--- src/rtl/clk_rst_ctrl_pkg.sv ---
// Shared types and default sizing for the clock-enable / reset sequencer.
package clk_rst_ctrl_pkg;

  typedef enum logic [1:0] {
    ST_IDLE,
    ST_SEQ,
    ST_RUN,
    ST_HOLD
  } state_e;

  localparam int DEF_NUM_CH      = 4;
  localparam int DEF_SYNC_STAGES = 2;
  localparam int DEF_CNT_W       = 8;
  localparam int DEF_DIV_W       = 8;
  localparam int DEF_HOLD_CYC    = 16;

  // Channel index width; a single channel still needs a 1-bit index.
  function automatic int idx_width(input int n);
    return (n > 1) ? $clog2(n) : 1;
  endfunction

endpackage

--- src/rtl/rst_sync.sv ---
// Reset synchroniser: asserts asynchronously, deasserts after SYNC_STAGES clock edges.
module rst_sync #(
  parameter int SYNC_STAGES = 2
) (
  input  logic clk,
  input  logic arst_n,
  output logic rst_n_o
);

  logic [SYNC_STAGES-1:0] sync_q;
  logic [SYNC_STAGES-1:0] sync_d;

  assign sync_d = {sync_q[SYNC_STAGES-2:0], 1'b1};

  // NOTE: sequential state uses non-blocking assignments so every flop samples pre-edge values.
  always_ff @(posedge clk or negedge arst_n) begin
    if (!arst_n) sync_q <= '0;
    else         sync_q <= sync_d;
  end

  assign rst_n_o = sync_q[SYNC_STAGES-1];

endmodule

--- src/rtl/clk_rst_ctrl.sv ---
// Sequenced per-channel reset release with per-channel divided clock-enable strobes.
module clk_rst_ctrl
  import clk_rst_ctrl_pkg::*;
#(
  parameter int NUM_CH      = DEF_NUM_CH,
  parameter int SYNC_STAGES = DEF_SYNC_STAGES,
  parameter int CNT_W       = DEF_CNT_W,
  parameter int DIV_W       = DEF_DIV_W,
  parameter int HOLD_CYC    = DEF_HOLD_CYC
) (
  input  logic                    clk,
  input  logic                    arst_n,
  input  logic                    start,
  input  logic                    sw_rst_req,
  input  logic [NUM_CH*CNT_W-1:0] ch_delay,
  input  logic [NUM_CH*DIV_W-1:0] ch_div,
  output logic [NUM_CH-1:0]       ch_rst_n,
  output logic [NUM_CH-1:0]       ch_clk_en,
  output logic                    busy,
  output logic                    done
);

  localparam int IDX_W = idx_width(NUM_CH);
  localparam logic [IDX_W-1:0] LAST_IDX = IDX_W'(NUM_CH - 1);

  logic rst_n;

  rst_sync #(
    .SYNC_STAGES(SYNC_STAGES)
  ) u_rst_sync (
    .clk    (clk),
    .arst_n (arst_n),
    .rst_n_o(rst_n)
  );

  state_e            state_q, state_d;
  logic [IDX_W-1:0]  idx_q, idx_d;
  logic [CNT_W-1:0]  cnt_q, cnt_d;
  logic [NUM_CH-1:0] rst_q, rst_d;
  logic              busy_q, busy_d;
  logic              done_q, done_d;

  // NOTE: every always_comb output gets a default first so no latch is inferred.
  always_comb begin
    state_d = state_q;
    idx_d   = idx_q;
    cnt_d   = cnt_q;
    rst_d   = rst_q;
    case (state_q)
      ST_IDLE: begin
        rst_d = '0;
        if (start) begin
          state_d = ST_SEQ;
          idx_d   = '0;
          cnt_d   = ch_delay[0 +: CNT_W];
        end
      end
      ST_SEQ: begin
        if (cnt_q == '0) begin
          rst_d[idx_q] = 1'b1;
          if (idx_q == LAST_IDX) begin
            state_d = ST_RUN;
          end else begin
            idx_d = idx_q + 1'b1;
            cnt_d = ch_delay[idx_d*CNT_W +: CNT_W];
          end
        end else begin
          cnt_d = cnt_q - 1'b1;
        end
      end
      ST_HOLD: begin
        rst_d = '0;
        if (cnt_q == '0) begin
          state_d = ST_SEQ;
          idx_d   = '0;
          cnt_d   = ch_delay[0 +: CNT_W];
        end else begin
          cnt_d = cnt_q - 1'b1;
        end
      end
      default: ;
    endcase
    // Software reset overrides everything, including a coincident start.
    if (sw_rst_req) begin
      state_d = ST_HOLD;
      idx_d   = '0;
      rst_d   = '0;
      cnt_d   = CNT_W'(HOLD_CYC - 1);
    end
    busy_d = (state_d == ST_SEQ) || (state_d == ST_HOLD);
    done_d = (state_d == ST_RUN);
  end

  always_ff @(posedge clk or negedge rst_n) begin
    if (!rst_n) begin
      state_q <= ST_IDLE;
      idx_q   <= '0;
      cnt_q   <= '0;
      rst_q   <= '0;
      busy_q  <= 1'b0;
      done_q  <= 1'b0;
    end else begin
      state_q <= state_d;
      idx_q   <= idx_d;
      cnt_q   <= cnt_d;
      rst_q   <= rst_d;
      busy_q  <= busy_d;
      done_q  <= done_d;
    end
  end

  // Dividers key off the next reset value so enables drop on the same edge as the reset.
  for (genvar i = 0; i < NUM_CH; i++) begin : g_div
    logic [DIV_W-1:0] div_q, div_d;
    logic [DIV_W-1:0] dcnt_q, dcnt_d;
    logic             en_q, en_d;

    always_comb begin
      div_d  = div_q;
      dcnt_d = dcnt_q;
      en_d   = 1'b0;
      if (!rst_d[i]) begin
        div_d  = '0;
        dcnt_d = '0;
      end else if (!rst_q[i]) begin
        div_d  = ch_div[i*DIV_W +: DIV_W];
        dcnt_d = '0;
      end else if (dcnt_q == div_q) begin
        dcnt_d = '0;
        en_d   = 1'b1;
      end else begin
        dcnt_d = dcnt_q + 1'b1;
      end
    end

    always_ff @(posedge clk or negedge rst_n) begin
      if (!rst_n) begin
        div_q  <= '0;
        dcnt_q <= '0;
        en_q   <= 1'b0;
      end else begin
        div_q  <= div_d;
        dcnt_q <= dcnt_d;
        en_q   <= en_d;
      end
    end

    assign ch_clk_en[i] = en_q;
  end

  assign ch_rst_n = rst_q;
  assign busy     = busy_q;
  assign done     = done_q;

endmodule

--- config.mk ---
export PLATFORM = sky130hd
export DESIGN_NAME = clk_rst_ctrl
export DESIGN_NICKNAME = d
export VERILOG_FILES = /design/src/rtl/clk_rst_ctrl_pkg.sv /design/src/rtl/rst_sync.sv /design/src/rtl/clk_rst_ctrl.sv
export SDC_FILE = /design/constraint.sdc
export NUM_CORES = 1
export LEC_CHECK = 0
export BUFFER_PORTS_ARGS = -buffer_cell sky130_fd_sc_hd__buf_2
export CORE_MARGIN = 3
export CORE_UTILIZATION = 40
export CTS_BUF_LIST = sky130_fd_sc_hd__clkbuf_4 sky130_fd_sc_hd__clkbuf_8
export CTS_CLUSTER_DIAMETER = 50
export CTS_CLUSTER_SIZE = 25
export DETAILED_ROUTE_END_ITERATION = 10
export SKIP_LAST_GASP = 1
export SLEW_MARGIN = 10
export SYNTH_ARGS = -nofsm -noshare
export SYNTH_HDL_FRONTEND = slang
export SYNTH_SLANG_ARGS = --single-unit
--- constraint.sdc ---
create_clock -name clk -period 2.4 [get_ports clk]
set_input_delay 0.48 -clock clk [delete_from_list [all_inputs] [get_ports clk]]
set_output_delay 0.48 -clock clk [all_outputs]
set_load 0.02 [all_outputs]
* Yosys cells after proc, flatten, opt, wreduce, memory -nomap -nowiden *
Cells that the tools add are included.

word-level totals
  register bits after elaboration = 88
  input port bits = 68
  word-level logic and storage cells = 111

cells by class
  add/subtract/negate cells = 6
  magnitude comparators = 2
  eq/ne operators = 19
  shift operators = 1
  multiplexer cells = 55
  bitwise logic cells = 1
  reductions and logical operators = 8

operators by type and width
  cell                                                number
  2-to-1 mux 8 bit                                    25
  adder 8 x 1 -> 8 bit, second input constant         4
  == test 8 bit                                       4
  indexed part select 32 x 6 -> 8 bit                 1
  case mux 8 bit (3 select lines)                     1
  2-to-1 mux 2 bit                                    10
  2-to-1 mux 1 bit                                    13
  inequality test 3 bit, second input constant        4
  case mux 2 bit (3 select lines)                     2
  == test 2 bit, second input constant                4
  zero test 8 bit                                     1
  2-to-1 mux 4 bit                                    2
  inequality test 2 bit, second input constant        4
  case mux 4 bit (2 select lines)                     1
  subtractor 8 x 1 -> 8 bit, second input constant    1
  AND reduction 5 bit                                 1
  == test 2 x 1 -> 1 bit, second input constant       2
  inequality test 4 bit, second input constant        1
  OR 4 bit                                            1
  nonzero test 4 bit                                  1
  < comparator 2 x 3 -> 1 bit, second input constant  1
  AND reduction 3 bit                                 1
  adder 2 x 1 -> 2 bit, second input constant         1
  demux 1 bit (select 2 bit)                          1
  5 further kinds                                     5

* Logic depth before layout (Yosys ltp) *
  depth after elaboration = 9
  mapped depth = 9
  gate-level depth less buffers = 8

* By module *
From an unflattened synthesis, not the netlist that was laid out.

unflattened totals
  cell total of the unflattened synthesis = 439
  area, all modules = 4623.2 sq um

by module, submodules not included
  module        instances  cells an instance  area each (sq um)
  clk_rst_ctrl  1          436                4569.4
  rst_sync      1          3                  53.8

* Least setup slack after synthesis *
No wires, ideal clock.

  path kind = register to register
  start point = register idx_q[0]
  end point = register cnt_q[7]
  data arrival time = 2.463 ns
  required time = 2.280 ns
  setup slack = -0.183 ns
  cell stages (with the launch flop) = 10
  path buffers = 2
  period minus slack after synthesis = 2.583 ns
  path through = dfrtp_1 buf_1 inv_1 ha_1 buf_2 mux4_2 and3_1 a211oi_1 o21ai_0 a41o_1

between the ends
  longest elaborated chain between the ends = 6
  elaborated cells on any way between the ends = 9
  those cells by class = add/sub (1); eq/ne (2); shift (1); mux (4); reduce/logical (1)

ends and longest elaborated chain
  element                              line                 source
  from (decl)                          clk_rst_ctrl.sv:37   logic [IDX_W-1:0] idx_q, idx_d;
  from (signal assigned)               clk_rst_ctrl.sv:104  idx_q <= idx_d;
  adder 2 x 1 -> 2 bit                 clk_rst_ctrl.sv:64   idx_d = idx_q + 1'b1;
  indexed part select 32 x 6 -> 8 bit  clk_rst_ctrl.sv:65   cnt_d = ch_delay[idx_d*CNT_W +: CNT_W];
  2-to-1 mux 8 bit                     clk_rst_ctrl.sv:61   if (idx_q == LAST_IDX) begin
  2-to-1 mux 8 bit                     clk_rst_ctrl.sv:59   if (cnt_q == '0) begin
  case mux 8 bit (3 select lines)      clk_rst_ctrl.sv:49   case (state_q)
  2-to-1 mux 8 bit                     clk_rst_ctrl.sv:84   if (sw_rst_req) begin
  to (signal assigned)                 clk_rst_ctrl.sv:105  cnt_q <= cnt_d;
  to (decl)                            clk_rst_ctrl.sv:38   logic [CNT_W-1:0] cnt_q, cnt_d;

Parallel ways exist; a longest one is shown, timed or not. The select of a mux whose other input is x is not followed.
A chain may end at the register's enable or synchronous reset.

* Final worst setup path *
  start point = register idx_q[1]
  end point = register cnt_q[5]

Same word-level chain as after synthesis.

==> run summary <==
GRT overflow: 0
Total GRT Usage: 0.171
Antenna Nets Post-Route: 0
Hold slack: 0.277 ns
Multi-input gate area: 0.00220 mm^2
Ant. Diodes: 0
Reg2Reg Setup Slack: 0.14 ns
Commonest non-fill, non-tap cell in the layout: dfrtp_1
GP Congestion: 0.907
Crit Path Max Fanout: 7
FF-to-FF Start: idx_q[1]
CTS tree: yes
Die X-Extent: 112 um
Ys Warns: 0
Worst Hold Class: reg -> async
Die height: 112 um
Critical Path AT: 2.51 ns
Vias per cell: 5.31
Post-synth ARST share: 1.00
Total number of vias: 3,451
Synthesis-to-layout area growth: 17.7%
Detailed Routing Iterations Pass 1: 4
Mapped Cells: 420
Peak supply drop: 293 uV
Final std cells w/o fill: 650
Vias in the first global route: 3,558
Slew HR: 0.562
HPWL Detailed: 7580 um
Most frequent cells in the layout: 86 x dfrtp_1, 77 x buf_2, 53 x nor2_1, 45 x xor2_1, 26 x nand2_1
Drt total wl: 10,300 um
Port Buffers: 77
Syn nets: 497
Critical path capture point type: flip-flop
Pins over their slew limit: 0
Share of cells above drive strength 1: 0.245
Hold Fails Final Rpt: 0
Sink Count: 87
Ys flop type: dfrtp_1
Worst clock skew: 0.00927 ns
Row cnt: 38
Worst-path clk slew: 0.08 ns
Initial Utilization: 0.413
Post-layout net count: 582
Post-Syn Area per Cell: 10.8 um^2
Clock buffer depth: 2
Pwr dens: 505 mW/mm^2
Register area: 0.00218 mm^2
Synthesized flop and latch total: 87
Post-CTS setup buffers: 0
CTS buffer count: 9
Io pins: 78
Outcome: finished clean
Leak Pwr: 2.70 nW
Min cycle time layout: 2.26 ns
Startpoint Class: flip-flop
Filler instances: 1,047
DR WL/cell: 15.8 um
Final Cycle Share: 0.942
Critical path required time: 2.65 ns
Setup TNS: 0 ns
Clk_lat worst skew: 0.35 ns
Worst R2R Path Depth: 7
Die area: 0.0126 mm^2
Synth Cell Area: 0.00452 mm^2
Pin count of the biggest net entering global routing: 55
CORE AREA: 0.0109 mm^2
Cells after DPL: 633
Number of flops mapped to enable cells by yosys: 0
R2r endpoint: cnt_q[5]
Max Clock Freq: 0.442 GHz
Initial antenna violation count: 0
Final setup vio count: 0
H-tree depth: 3
Seq/Total Area, Yosys: 0.482
RSZ-0062 raised after global routing: false
Drt drc: 0
Setup Crit Path Kind: reg -> reg
DRT iter0 DRCs: 186
First-pass GRT wire length: 17,500 um
Max Cap Viol: 0
Clock root buffer master: clkbuf_8
Worst Setup SP: idx_q[1]
Tot Pwr: 2.68 mW
Worst slew pin tran: 0.647 ns
Synth unique cells: 57
-- logic make-up after synthesis --
kind of cell	after synthesis	share of synthesized area
and+or+nand+nor	153	0.175
adders and majority gates	9	0.0249
AOI/OAI and AO/OA	67	0.113
buffers and inverters	28	0.0316
DFF	87	0.482
xor gates and xnor gates	58	0.112
muxes	17	0.0601
other	1	0.000830
-- synthesized netlist by cell type (3+ instances only) --
cell / n / area share
dfrtp_1: 87 / 0.48
nor2_1: 53 / 0.044
xor2_1: 45 / 0.087
nand2_1: 26 / 0.022
a22o_1: 24 / 0.047
and3_1: 19 / 0.026
nand3_1: 15 / 0.017
xnor2_1: 13 / 0.025
ha_1: 9 / 0.025
inv_1: 9 / 0.0075
nor4_1: 9 / 0.012
a21oi_1: 8 / 0.0089
mux2i_1: 8 / 0.018
mux4_2: 8 / 0.040
nor3_1: 7 / 0.0078
o21ai_0: 7 / 0.0078
buf_2: 5 / 0.0055
a31oi_1: 4 / 0.0055
and2_1: 4 / 0.0055
buf_4: 4 / 0.0066
clkbuf_1: 4 / 0.0033
a211oi_1: 3 / 0.0050
a21o_1: 3 / 0.0050
-- area by class of cell --
cell class              count  area share
flip-flops and latches     87       0.410
well taps                 140      0.0330
inverters                  11     0.00777
clock buffers              13      0.0325
clock inverters             3     0.00753
multi-input cells         305       0.414
repair buffers             91      0.0951
-- sequential cells by signal (all words and copies together) (netlist names) --
signal / cells
g_div.div_q: 32
state_q: 1
g_div.dcnt_q: 32
g_div.en_q: 4
u_rst_sync.sync_q: 2
done: 1
cnt_q: 8
ch_rst_n: 4
idx_q: 2
busy: 1
-- worst max-delay path by stage --
stage / to / cells after the start
2_1_floorplan: cnt_q[7] / 9
3_3_place_gp: cnt_q[5] / 7
3_5_place_dp: cnt_q[5] / 7
4_1_cts: cnt_q[5] / 7
5_1_grt: cnt_q[5] / 7
6_report: cnt_q[5] / 7
-- critical path, cell delays in order (launching register included) --
cell	delay, ns
dfrtp_1	0.40
inv_1	0.10
ha_2	0.40
buf_4	0.22
mux4_2	0.52
nor3_1	0.20
nor3_1	0.07
a32o_1	0.26
-- stage by stage --
step           cell area (um^2)  utilization  setup WS [ns]
6_report                   5320        0.486          0.139
5_1_grt                    5320        0.486       0.000159
2_1_floorplan              4520            -         0.0397
4_1_cts                    5310        0.486          0.104
3_3_place_gp               5090        0.465          0.172
3_5_place_dp               5090        0.465          0.108
-- where the power goes --
| part | internal [mW] | leakage (nW) | switching [mW] | total [mW] |
|---|---|---|---|---|
| Sequential | 1.47 | 1.18 | 0.0142 | 1.48 |
| Clock | 0.575 | 0.113 | 0.498 | 1.07 |
| Combinational | 0.0659 | 1.41 | 0.0585 | 0.124 |
| Total | 2.11 | 2.70 | 0.571 | 2.68 |
-- per-layer routing --
metal | global-route usage | wire length, um | up-vias
li1 | - | - | 1656
met5 | 0 | 0 | -
met1 | 0.235 | 4620 | 1681
met3 | 0.0388 | 529 | 13
met4 | 0.0537 | 161 | 0
met2 | 0.269 | 4940 | 101
-- timing repair --
action	in CTS	in global routing
setup endpoints to repair	0	1
endpoints found under the hold margin	2	0
hold buffers	1	0
resized for setup	0	1
Power figures use the tool's default switching activity.
